--- config.mk ---
export PLATFORM = sky130hd
export DESIGN_NAME = count_step_monitor_flat
export DESIGN_NICKNAME = d
export VERILOG_FILES = /design/src/rtl/count_step_monitor_pkg.sv /design/src/rtl/count_step_monitor_if.sv /design/src/rtl/count_step_monitor_sat_counter.sv /design/src/rtl/count_step_monitor.sv /design/src/flat_wrapper.sv
export SDC_FILE = /design/constraint.sdc
export NUM_CORES = 1
export LEC_CHECK = 0
export CORE_UTILIZATION = 35
export CTS_CLUSTER_DIAMETER = 40
export CTS_CLUSTER_SIZE = 25
export DETAILED_ROUTE_END_ITERATION = 10
export PLACE_DENSITY_LB_ADDON = 0.3
export SLEW_MARGIN = 15
export SYNTH_ARGS = -nofsm -noshare
export SYNTH_HDL_FRONTEND = slang
export SYNTH_SLANG_ARGS = --single-unit
--- constraint.sdc ---
create_clock -name clk -period 4.45 [get_ports clk]
set_input_delay 0.445 -clock clk [delete_from_list [all_inputs] [get_ports clk]]
set_output_delay 0.445 -clock clk [all_outputs]
set_load 0.01 [all_outputs]
--- src/rtl/count_step_monitor_pkg.sv ---
// Shared types and helpers for the count_step_monitor slice.
package count_step_monitor_pkg;

    typedef enum logic [1:0] {
        ST_EMPTY = 2'd0,
        ST_TRACK = 2'd1,
        ST_FAULT = 2'd2
    } state_e;

    localparam int unsigned CALC_W = 32;

    // value + 1 wrapped to 'width' bits; callers narrow the result with an explicit cast
    function automatic logic [CALC_W-1:0] next_count(input logic [CALC_W-1:0] value,
                                                     input int unsigned        width);
        logic [CALC_W-1:0] mask;
        mask = (CALC_W'(1) << width) - CALC_W'(1);
        return (value + CALC_W'(1)) & mask;
    endfunction

endpackage

--- src/rtl/count_step_monitor_if.sv ---
// Sample/clear inputs and health outputs of the counter step monitor.
interface count_step_monitor_if #(
    parameter int unsigned W       = 2,
    parameter int unsigned WRAPS_W = 4
);
    logic               in_valid;
    logic [W-1:0]       in_count;
    logic               clr;
    logic               wrap_pulse;
    logic [WRAPS_W-1:0] wrap_count;
    logic               step_err;
    logic               fault;
    logic [W-1:0]       fault_prev;
    logic [W-1:0]       fault_value;
    logic               tracking;

    modport master (
        output in_valid, in_count, clr,
        input  wrap_pulse, wrap_count, step_err, fault, fault_prev, fault_value, tracking
    );

    modport slave (
        input  in_valid, in_count, clr,
        output wrap_pulse, wrap_count, step_err, fault, fault_prev, fault_value, tracking
    );
endinterface

--- src/rtl/count_step_monitor_sat_counter.sv ---
// Saturating up-counter; holds at all-ones instead of rolling over.
module sat_counter #(
    parameter int unsigned WIDTH = 4
) (
    input  logic             clk,
    input  logic             rstn,
    input  logic             clr,
    input  logic             inc,
    output logic [WIDTH-1:0] count
);
    logic [WIDTH-1:0] count_q, count_d;

    always_comb begin
        count_d = count_q;
        if (clr)
            count_d = '0;
        else if (inc && (count_q != '1))
            count_d = count_q + WIDTH'(1);
    end

    always_ff @(posedge clk or negedge rstn) begin
        if (!rstn) count_q <= '0;
        else       count_q <= count_d;
    end

    assign count = count_q;
endmodule

--- src/rtl/count_step_monitor.sv ---
// Checks that an upstream counter only holds or steps by +1, counts wraps, latches faults.
// Define COUNT_STEP_MONITOR_ASSERT_EN to compile in the concurrent health assertions.
module count_step_monitor
    import count_step_monitor_pkg::*;
#(
    parameter int unsigned W       = 2,
    parameter int unsigned WRAPS_W = 4
) (
    input  logic                 clk,
    input  logic                 rstn,
    count_step_monitor_if.slave  bus
);
    localparam logic [1:0] S_EMPTY = ST_EMPTY;
    localparam logic [1:0] S_TRACK = ST_TRACK;
    localparam logic [1:0] S_FAULT = ST_FAULT;

    logic [1:0]   state_q, state_d;
    logic [W-1:0] prev_q, prev_d;
    logic [W-1:0] fault_prev_q, fault_prev_d;
    logic [W-1:0] fault_value_q, fault_value_d;
    logic         wrap_pulse_q, wrap_pulse_d;
    logic         step_err_q, step_err_d;
    logic         fault_q, fault_d;
    logic         tracking_q, tracking_d;
    logic         wrap_inc_c;
    logic [W-1:0] exp_c;

    assign exp_c = W'(next_count(CALC_W'(prev_q), W));

    // Next-state and capture logic; clr always wins over a same-cycle sample.
    always_comb begin
        state_d       = state_q;
        prev_d        = prev_q;
        fault_prev_d  = fault_prev_q;
        fault_value_d = fault_value_q;
        wrap_pulse_d  = 1'b0;
        step_err_d    = 1'b0;
        wrap_inc_c    = 1'b0;

        case (state_q)
            S_EMPTY: begin
                if (bus.clr) begin
                    prev_d = '0;
                end else if (bus.in_valid) begin
                    prev_d  = bus.in_count;
                    state_d = S_TRACK;
                end
            end
            S_TRACK: begin
                if (bus.clr) begin
                    prev_d  = '0;
                    state_d = S_EMPTY;
                end else if (bus.in_valid) begin
                    if (bus.in_count == exp_c) begin
                        prev_d = bus.in_count;
                        if (prev_q == '1) begin
                            wrap_pulse_d = 1'b1;
                            wrap_inc_c   = 1'b1;
                        end
                    end else if (bus.in_count != prev_q) begin
                        step_err_d    = 1'b1;
                        fault_prev_d  = prev_q;
                        fault_value_d = bus.in_count;
                        state_d       = S_FAULT;
                    end
                end
            end
            S_FAULT: begin
                if (bus.clr) begin
                    prev_d        = '0;
                    fault_prev_d  = '0;
                    fault_value_d = '0;
                    state_d       = S_EMPTY;
                end
            end
            default: begin
                prev_d  = '0;
                state_d = S_EMPTY;
            end
        endcase

        fault_d    = (state_d == S_FAULT);
        tracking_d = (state_d == S_TRACK);
    end

    always_ff @(posedge clk or negedge rstn) begin
        if (!rstn) begin
            state_q       <= S_EMPTY;
            prev_q        <= '0;
            fault_prev_q  <= '0;
            fault_value_q <= '0;
            wrap_pulse_q  <= 1'b0;
            step_err_q    <= 1'b0;
            fault_q       <= 1'b0;
            tracking_q    <= 1'b0;
        end else begin
            state_q       <= state_d;
            prev_q        <= prev_d;
            fault_prev_q  <= fault_prev_d;
            fault_value_q <= fault_value_d;
            wrap_pulse_q  <= wrap_pulse_d;
            step_err_q    <= step_err_d;
            fault_q       <= fault_d;
            tracking_q    <= tracking_d;
        end
    end

    // Wrap counter survives clr; only reset clears it.
    sat_counter #(.WIDTH(WRAPS_W)) u_wrap_cnt (
        .clk   (clk),
        .rstn  (rstn),
        .clr   (1'b0),
        .inc   (wrap_inc_c),
        .count (bus.wrap_count)
    );

    assign bus.wrap_pulse  = wrap_pulse_q;
    assign bus.step_err    = step_err_q;
    assign bus.fault       = fault_q;
    assign bus.fault_prev  = fault_prev_q;
    assign bus.fault_value = fault_value_q;
    assign bus.tracking    = tracking_q;

`ifdef COUNT_STEP_MONITOR_ASSERT_EN
    a_no_dual_pulse: assert property (@(posedge clk) disable iff (!rstn)
        !(wrap_pulse_q && step_err_q));

    a_fault_sticky: assert property (@(posedge clk) disable iff (!rstn)
        (fault_q && !bus.clr) |=> fault_q);

    a_wrap_sat: assert property (@(posedge clk) disable iff (!rstn)
        1'b1 |=> (bus.wrap_count >= $past(bus.wrap_count)));

    // A wrap lands prev on zero, which the first disjunct already admits.
    a_track_mono: assert property (@(posedge clk) disable iff (!rstn)
        (tracking_q && $past(tracking_q)) |-> ((prev_q == '0) || (prev_q >= $past(prev_q))));
`endif

endmodule

--- src/flat_wrapper.sv ---
// flat-port wrapper written by rule: the top's interface ports become plain ports
module count_step_monitor_flat import count_step_monitor_pkg::*;
#(
    parameter int unsigned W       = 2,
    parameter int unsigned WRAPS_W = 4
)
  (clk, rstn, bus_in_valid, bus_in_count, bus_clr, bus_wrap_pulse, bus_wrap_count, bus_step_err, bus_fault, bus_fault_prev, bus_fault_value, bus_tracking);
  count_step_monitor_if #(.W(W), .WRAPS_W(WRAPS_W)) bus_i ();
  input  logic clk;
  input  logic rstn;
  input wire logic [$bits(bus_i.in_valid)-1:0] bus_in_valid;
  input wire logic [$bits(bus_i.in_count)-1:0] bus_in_count;
  input wire logic [$bits(bus_i.clr)-1:0] bus_clr;
  output wire logic [$bits(bus_i.wrap_pulse)-1:0] bus_wrap_pulse;
  output wire logic [$bits(bus_i.wrap_count)-1:0] bus_wrap_count;
  output wire logic [$bits(bus_i.step_err)-1:0] bus_step_err;
  output wire logic [$bits(bus_i.fault)-1:0] bus_fault;
  output wire logic [$bits(bus_i.fault_prev)-1:0] bus_fault_prev;
  output wire logic [$bits(bus_i.fault_value)-1:0] bus_fault_value;
  output wire logic [$bits(bus_i.tracking)-1:0] bus_tracking;
  assign bus_i.in_valid = bus_in_valid;
  assign bus_i.in_count = bus_in_count;
  assign bus_i.clr = bus_clr;
  assign bus_wrap_pulse = bus_i.wrap_pulse;
  assign bus_wrap_count = bus_i.wrap_count;
  assign bus_step_err = bus_i.step_err;
  assign bus_fault = bus_i.fault;
  assign bus_fault_prev = bus_i.fault_prev;
  assign bus_fault_value = bus_i.fault_value;
  assign bus_tracking = bus_i.tracking;
  count_step_monitor #(.W(W), .WRAPS_W(WRAPS_W)) u_core (.clk(clk), .rstn(rstn), .bus(bus_i));
endmodule
### Word-level counts from Yosys, hierarchy flattened

Index checks and enable logic that the tools add are counted.

* flip-flop bits (word level): 16
* bits of input ports: 6
* output and inout bits: 12
* word-level logic and storage cells: 67

* add/sub/neg operators: 2
* eq/ne operators: 16
* multiplexer cells: 35
* reductions and logical operators: 5

Operators by type and width (count)
* $mux 2: 21
* $pmux 2 s3: 2
* $mux 1: 10
* $ne 2x2->1 const B: 4
* $pmux 2 s2: 2
* $eq 2x2->1 const B: 3
* $ne 3x3->1 const B: 2
* $reduce_and 6->1: 1
* $add 4x1->4 const B: 1
* $eq 2x1->1 const B: 2
* $ne 4x4->1 const B: 1
* $reduce_and 4->1: 1
* $ne 3x2->1 const B: 1
* $add 2x1->2 const B: 1
* $eq 2x2->1: 1
* $logic_not 2->1: 1
* $ne 2x1->1 const B: 1
* $ne 2x2->1: 1
* $reduce_bool 2->1: 1
* $logic_and 1x1->1: 1

### Logic depth before layout (Yosys ltp)

* word-level depth: 7
* depth in mapped cells: 5
* mapped depth without buffers: 5

### Modules after synthesis

A second synthesis with hierarchy kept.

* cell total of the unflattened synthesis: 83
* area total of the unflattened synthesis: 913.4 µm²

Modules (own cells, without submodules)
* count_step_monitor: times used 1, cells an instance 63, area each 684.4 µm², seq. area each 300.3 µm²
* sat_counter: times used 1, cells an instance 20, area each 229.0 µm², seq. area each 100.1 µm²

### Least setup slack after synthesis

Ideal clock, no wire load.

* kind: register to register
* start: reg u_core.prev_q[0]
* end: reg u_core.u_wrap_cnt.count_q[3] (netlist: u_core.u_wrap_cnt.count[3])
* library setup time: 125 ps
* arrival time: 1682 ps
* data required time: 4325 ps
* slack: 2644 ps
* cell stages (with the launch flop): 6
* path buffers: 0
* clock period less this slack: 1806 ps
* cells stage by stage: dfrtp_1 ha_1 xor2_1 and4bb_4 nand4_1 mux2_2

* longest elaborated chain between the ends: 7
* elaborated cells on any way between the ends: 9
* classes of those cells: add/sub (1); eq/ne (2); mux (5); reduce/logical (1)

Ends and longest elaborated chain
* from (decl): RTL line count_step_monitor.sv:18 `logic [W-1:0] prev_q, prev_d;`
* from (signal assigned): RTL line count_step_monitor.sv:98 `prev_q <= prev_d;`
* $add 2x1->2 or $eq 2x2->1 (tied branches): RTL line count_step_monitor_pkg.sv:17, count_step_monitor.sv:56
* $eq 2x2->1 or $mux 1 (tied branches): RTL line count_step_monitor.sv:54, count_step_monitor.sv:56
* $mux 1 *: RTL line count_step_monitor.sv:54 `if (bus.in_count == exp_c) begin`
* $mux 1 *: RTL line count_step_monitor.sv:53 `end else if (bus.in_valid) begin`
* $mux 1 *: RTL line count_step_monitor.sv:50 `if (bus.clr) begin`
* $mux 1 *: RTL line count_step_monitor.sv:40 `case (state_q)`
* net u_core.u_wrap_cnt.inc: RTL line count_step_monitor_sat_counter.sv:8 `input logic inc,`
* $logic_and 1x1->1 *: RTL line count_step_monitor_sat_counter.sv:17 `else if (inc && (count_q != '1))`
* to (signal assigned): RTL line count_step_monitor_sat_counter.sv:23 `else count_q <= count_d;`
* to (decl): RTL line count_step_monitor_sat_counter.sv:11 `logic [WIDTH-1:0] count_q, count_d;`

Mark *: on every way through the listed nets, which the timed path passes. The rest lies on a longest branch.
A chain may end at the register's enable or synchronous reset.

### Worst setup path after layout

* start: in bus_in_count[0]
* end: reg u_core.fault_prev_q[1] (netlist: u_core.bus.fault_prev[1])

* longest elaborated chain between the ends: 3
* elaborated cells on any way between the ends: 5
* classes of those cells: eq/ne (4); reduce/logical (1)

Ends and longest elaborated chain
* from (decl): RTL line flat_wrapper.sv:12 `input wire logic [$bits(bus_i.in_count)-1:0] bus_in_count;`
* $eq 2x2->1 or $ne 2x2->1 (tied branches): RTL line count_step_monitor.sv:54, count_step_monitor.sv:60
* $ne 2x2->1 (no line) or $ne 2x1->1 (tied branches)
* $reduce_and 6->1 (no line) *
* to (signal assigned): RTL line count_step_monitor.sv:99 `fault_prev_q <= fault_prev_d;`
* to (decl): RTL line count_step_monitor.sv:19 `logic [W-1:0] fault_prev_q, fault_prev_d;`

Mark *: on every way between the ends. The rest lies on a longest branch, timed or not.

==> results.json <==
{
  "vias": 605,
  "rsz0062_at_grt": "false",
  "power_density_nw_per_um2": 326,
  "grt_antenna_before_repair": 0,
  "drive_above_1_share_pct": 13.0,
  "num_antenna_cells": 0,
  "cp_data_arrival_time_ns": 2.22,
  "multiInputGateArea_um2": 410,
  "crit_start": "bus_in_count[0]",
  "nFillCells": 212,
  "post_cts_resize_count": 0,
  "worstReg2RegStart": "u_core.prev_q[1]",
  "rrSetupSlack_ns": 2.49,
  "nets": 101,
  "status": "completed",
  "timing.final.max_slew_violations": 0,
  "yosys_warnings": 0,
  "ant_nets": 0,
  "io_pins": 18,
  "die_y_um": 51.0,
  "yosysSeqAreaShare_pct": 47.7,
  "synthCells": 73,
  "core-area_um2": 2230,
  "mostFrequentLayoutCells": "17 x clkdlybuf4s50_1, 16 x dfrtp_1, 8 x nand2_1, 5 x inv_1, 5 x a31oi_1",
  "fmax_mhz": 502,
  "register_area_um2": 400,
  "required_ns": 4.68,
  "htree_levels": 1,
  "critical_path_class": "input pin to flip-flop",
  "avgSynthCellArea_um2": 11.5,
  "cts_buffers": 3,
  "finalCritPeriodShare_pct": 44.7,
  "grt_overflow": 0,
  "ys_types": 29,
  "drc": 0,
  "die_w_um": 51.0,
  "initial_core_util_pct": 37.6,
  "clock_latency_ns": 0.30,
  "worst-path-buf-inv": 1,
  "final_common_cell": "clkdlybuf4s50_1",
  "max_slew_margin_pct": 53.9,
  "postCtsSetupRepairBufs": 0,
  "whs_ns": 0.528,
  "place_congestion": 0.797,
  "crit_path_top_delay_cell": "clkdlybuf4s50_1",
  "die_area_um2": 2600,
  "cp_top_family": "multiplexers",
  "setup_viol": 0,
  "maxCapViolations": 0,
  "ys_ff_latch": 16,
  "worstPathMaxFanout": 6,
  "via_per_inst": 5.04,
  "hp-start": "u_core.bus.fault_prev[1]",
  "syn2layout_area_growth_pct": 27.6,
  "cts_tree": "yes",
  "grt_use_total_pct": 13.7,
  "ctsRootBufferMaster": "clkbuf_4",
  "synth.net_count": 81,
  "cts.clk_slew.worst_paths_ns": 0.10,
  "fin_setup_tns_ns": 0,
  "endpoint_kind": "flip-flop",
  "hpwl_mm": 1.12,
  "grt_pass1_wl_mm": 2.56,
  "start_kind": "input pin",
  "mappedNetlistArea_um2": 840,
  "cp_common_cell": "mux2i_4",
  "grt_max_degree": 17,
  "avgRoutedWirePerCell_um": 12.6,
  "hold_violations": 0,
  "path_cells": "clkdlybuf4s50_1 > xnor2_2 > mux2i_4 > mux2i_4 > mux2i_1",
  "skew_ns": 0.0119,
  "drt-pass1-iter-count": 4,
  "rows": 17,
  "cts_hold_buf": 0,
  "tightest_slew_ns": 0.689,
  "clockBufferDepth": 2,
  "period_needed_ns": 1.99,
  "max_stage_delay_ns": 0.50,
  "clock_sinks": 16,
  "grt_pass1_vias": 542,
  "p_leak_uw": 0.000457,
  "hp-class": "flip-flop to flip-flop",
  "routed_wl_mm": 1.51,
  "ir_drop_mv": 0.168,
  "port_buffers": 17,
  "drt-initial-drc-count": 14
}
through the flow:
| step | cell area [um^2] | std cells | utilization (%) | setup slack (ns) | total power (uW) |
|---|---|---|---|---|---|
| floorplan | 840 | 73 | - | 2.64 | 219 |
| global placement | 1030 | 116 | 46.3 | 2.20 | 254 |
| detailed placement | 1030 | 116 | 46.3 | 2.15 | 255 |
| CTS | 1070 | 120 | 48.0 | 2.46 | 352 |
| global route | 1070 | 120 | 48.0 | 2.40 | 369 |
| finish | 1070 | 120 | 48.0 | 2.46 | 349 |
worst reg2reg max path, delay by kind of cell, from the launching register on:
kind          cells  cell delay, ns
flops             1            0.47
fa+ha+maj         1            0.40
simple gates      2            0.39
mux               1            0.34
xor+xnor          1            0.24
worst paths after layout:
path	to	cells past startpoint
max	u_core.bus.fault_prev[1]	5
min	u_core.bus.fault_prev[1]	2
max reg2reg	u_core.u_wrap_cnt.count[1]	5
min reg2reg	u_core.bus.fault_prev[1]	2
max in group asynchronous	u_core.u_wrap_cnt.count[0]	1
min in group asynchronous	u_core.bus.fault	1
cell families after synthesis:
kind of cell    Yosys count  share of synthesized area, %
simple gates             21                          15.4
mux                       8                          12.8
buf+inv                   7                          3.43
xor+xnor                  4                          5.07
compound gates           15                          12.7
flops                    16                          47.7
fa+ha+maj                 2                          2.98
synthesized netlist by cell type (all sizes together):
cell	count	area share (%)
a21o	2	1.8
a21oi	1	0.60
a22o	1	1.2
a31oi	5	3.7
a32o	1	1.2
a32oi	1	1.0
and4bb	2	3.4
buf	2	1.2
dfrtp	16	48
ha	2	3.0
inv	5	2.2
mux2	2	2.7
mux2i	6	10
nand2	8	3.6
nand2b	3	2.2
nand3	1	0.60
nand3b	1	0.89
nand4	2	1.5
nor2b	2	1.5
nor3b	1	0.89
o2111ai	1	1.0
o211ai	1	0.89
o21ai	2	1.2
or3	1	0.75
xnor2	3	4.0
xor2	1	1.0
layout make-up:
| type | instances | area share [%] |
|---|---|---|
| Inverter | 5 | 1.75 |
| Multi-Input combinational cell | 50 | 38.3 |
| Sequential cell | 16 | 37.4 |
| Clock buffer | 4 | 3.39 |
| Timing Repair Buffer | 17 | 15.9 |
| Tap cell | 28 | 3.27 |
flip-flops by register name (all words and copies together) (netlist names):
register                 cells
u_core.bus.fault_prev        2
u_core.prev_q                2
u_core.bus.wrap_pulse        1
u_core.bus.step_err          1
u_core.bus.fault_value       2
u_core.u_wrap_cnt.count      4
u_core.bus.fault             1
u_core.bus.tracking          1
u_core.state_q               2
layer usage:
layer / part of all wire, % / vias to the layer above / GRT usage (%)
li1: - / 303 / -
met1: 52 / 287 / 19.5
met2: 40 / 13 / 18.9
met3: 5.0 / 2 / 2.38
met4: 2.3 / 0 / 8.33
met5: 0 / - / 0
power by group:
group,internal (uW),switching [uW]
sequential,159,11.4
clock,49.9,47.4
combinational,44.3,37.1
total,253,95.9
No activity file was read; power rests on OpenSTA's default activity.
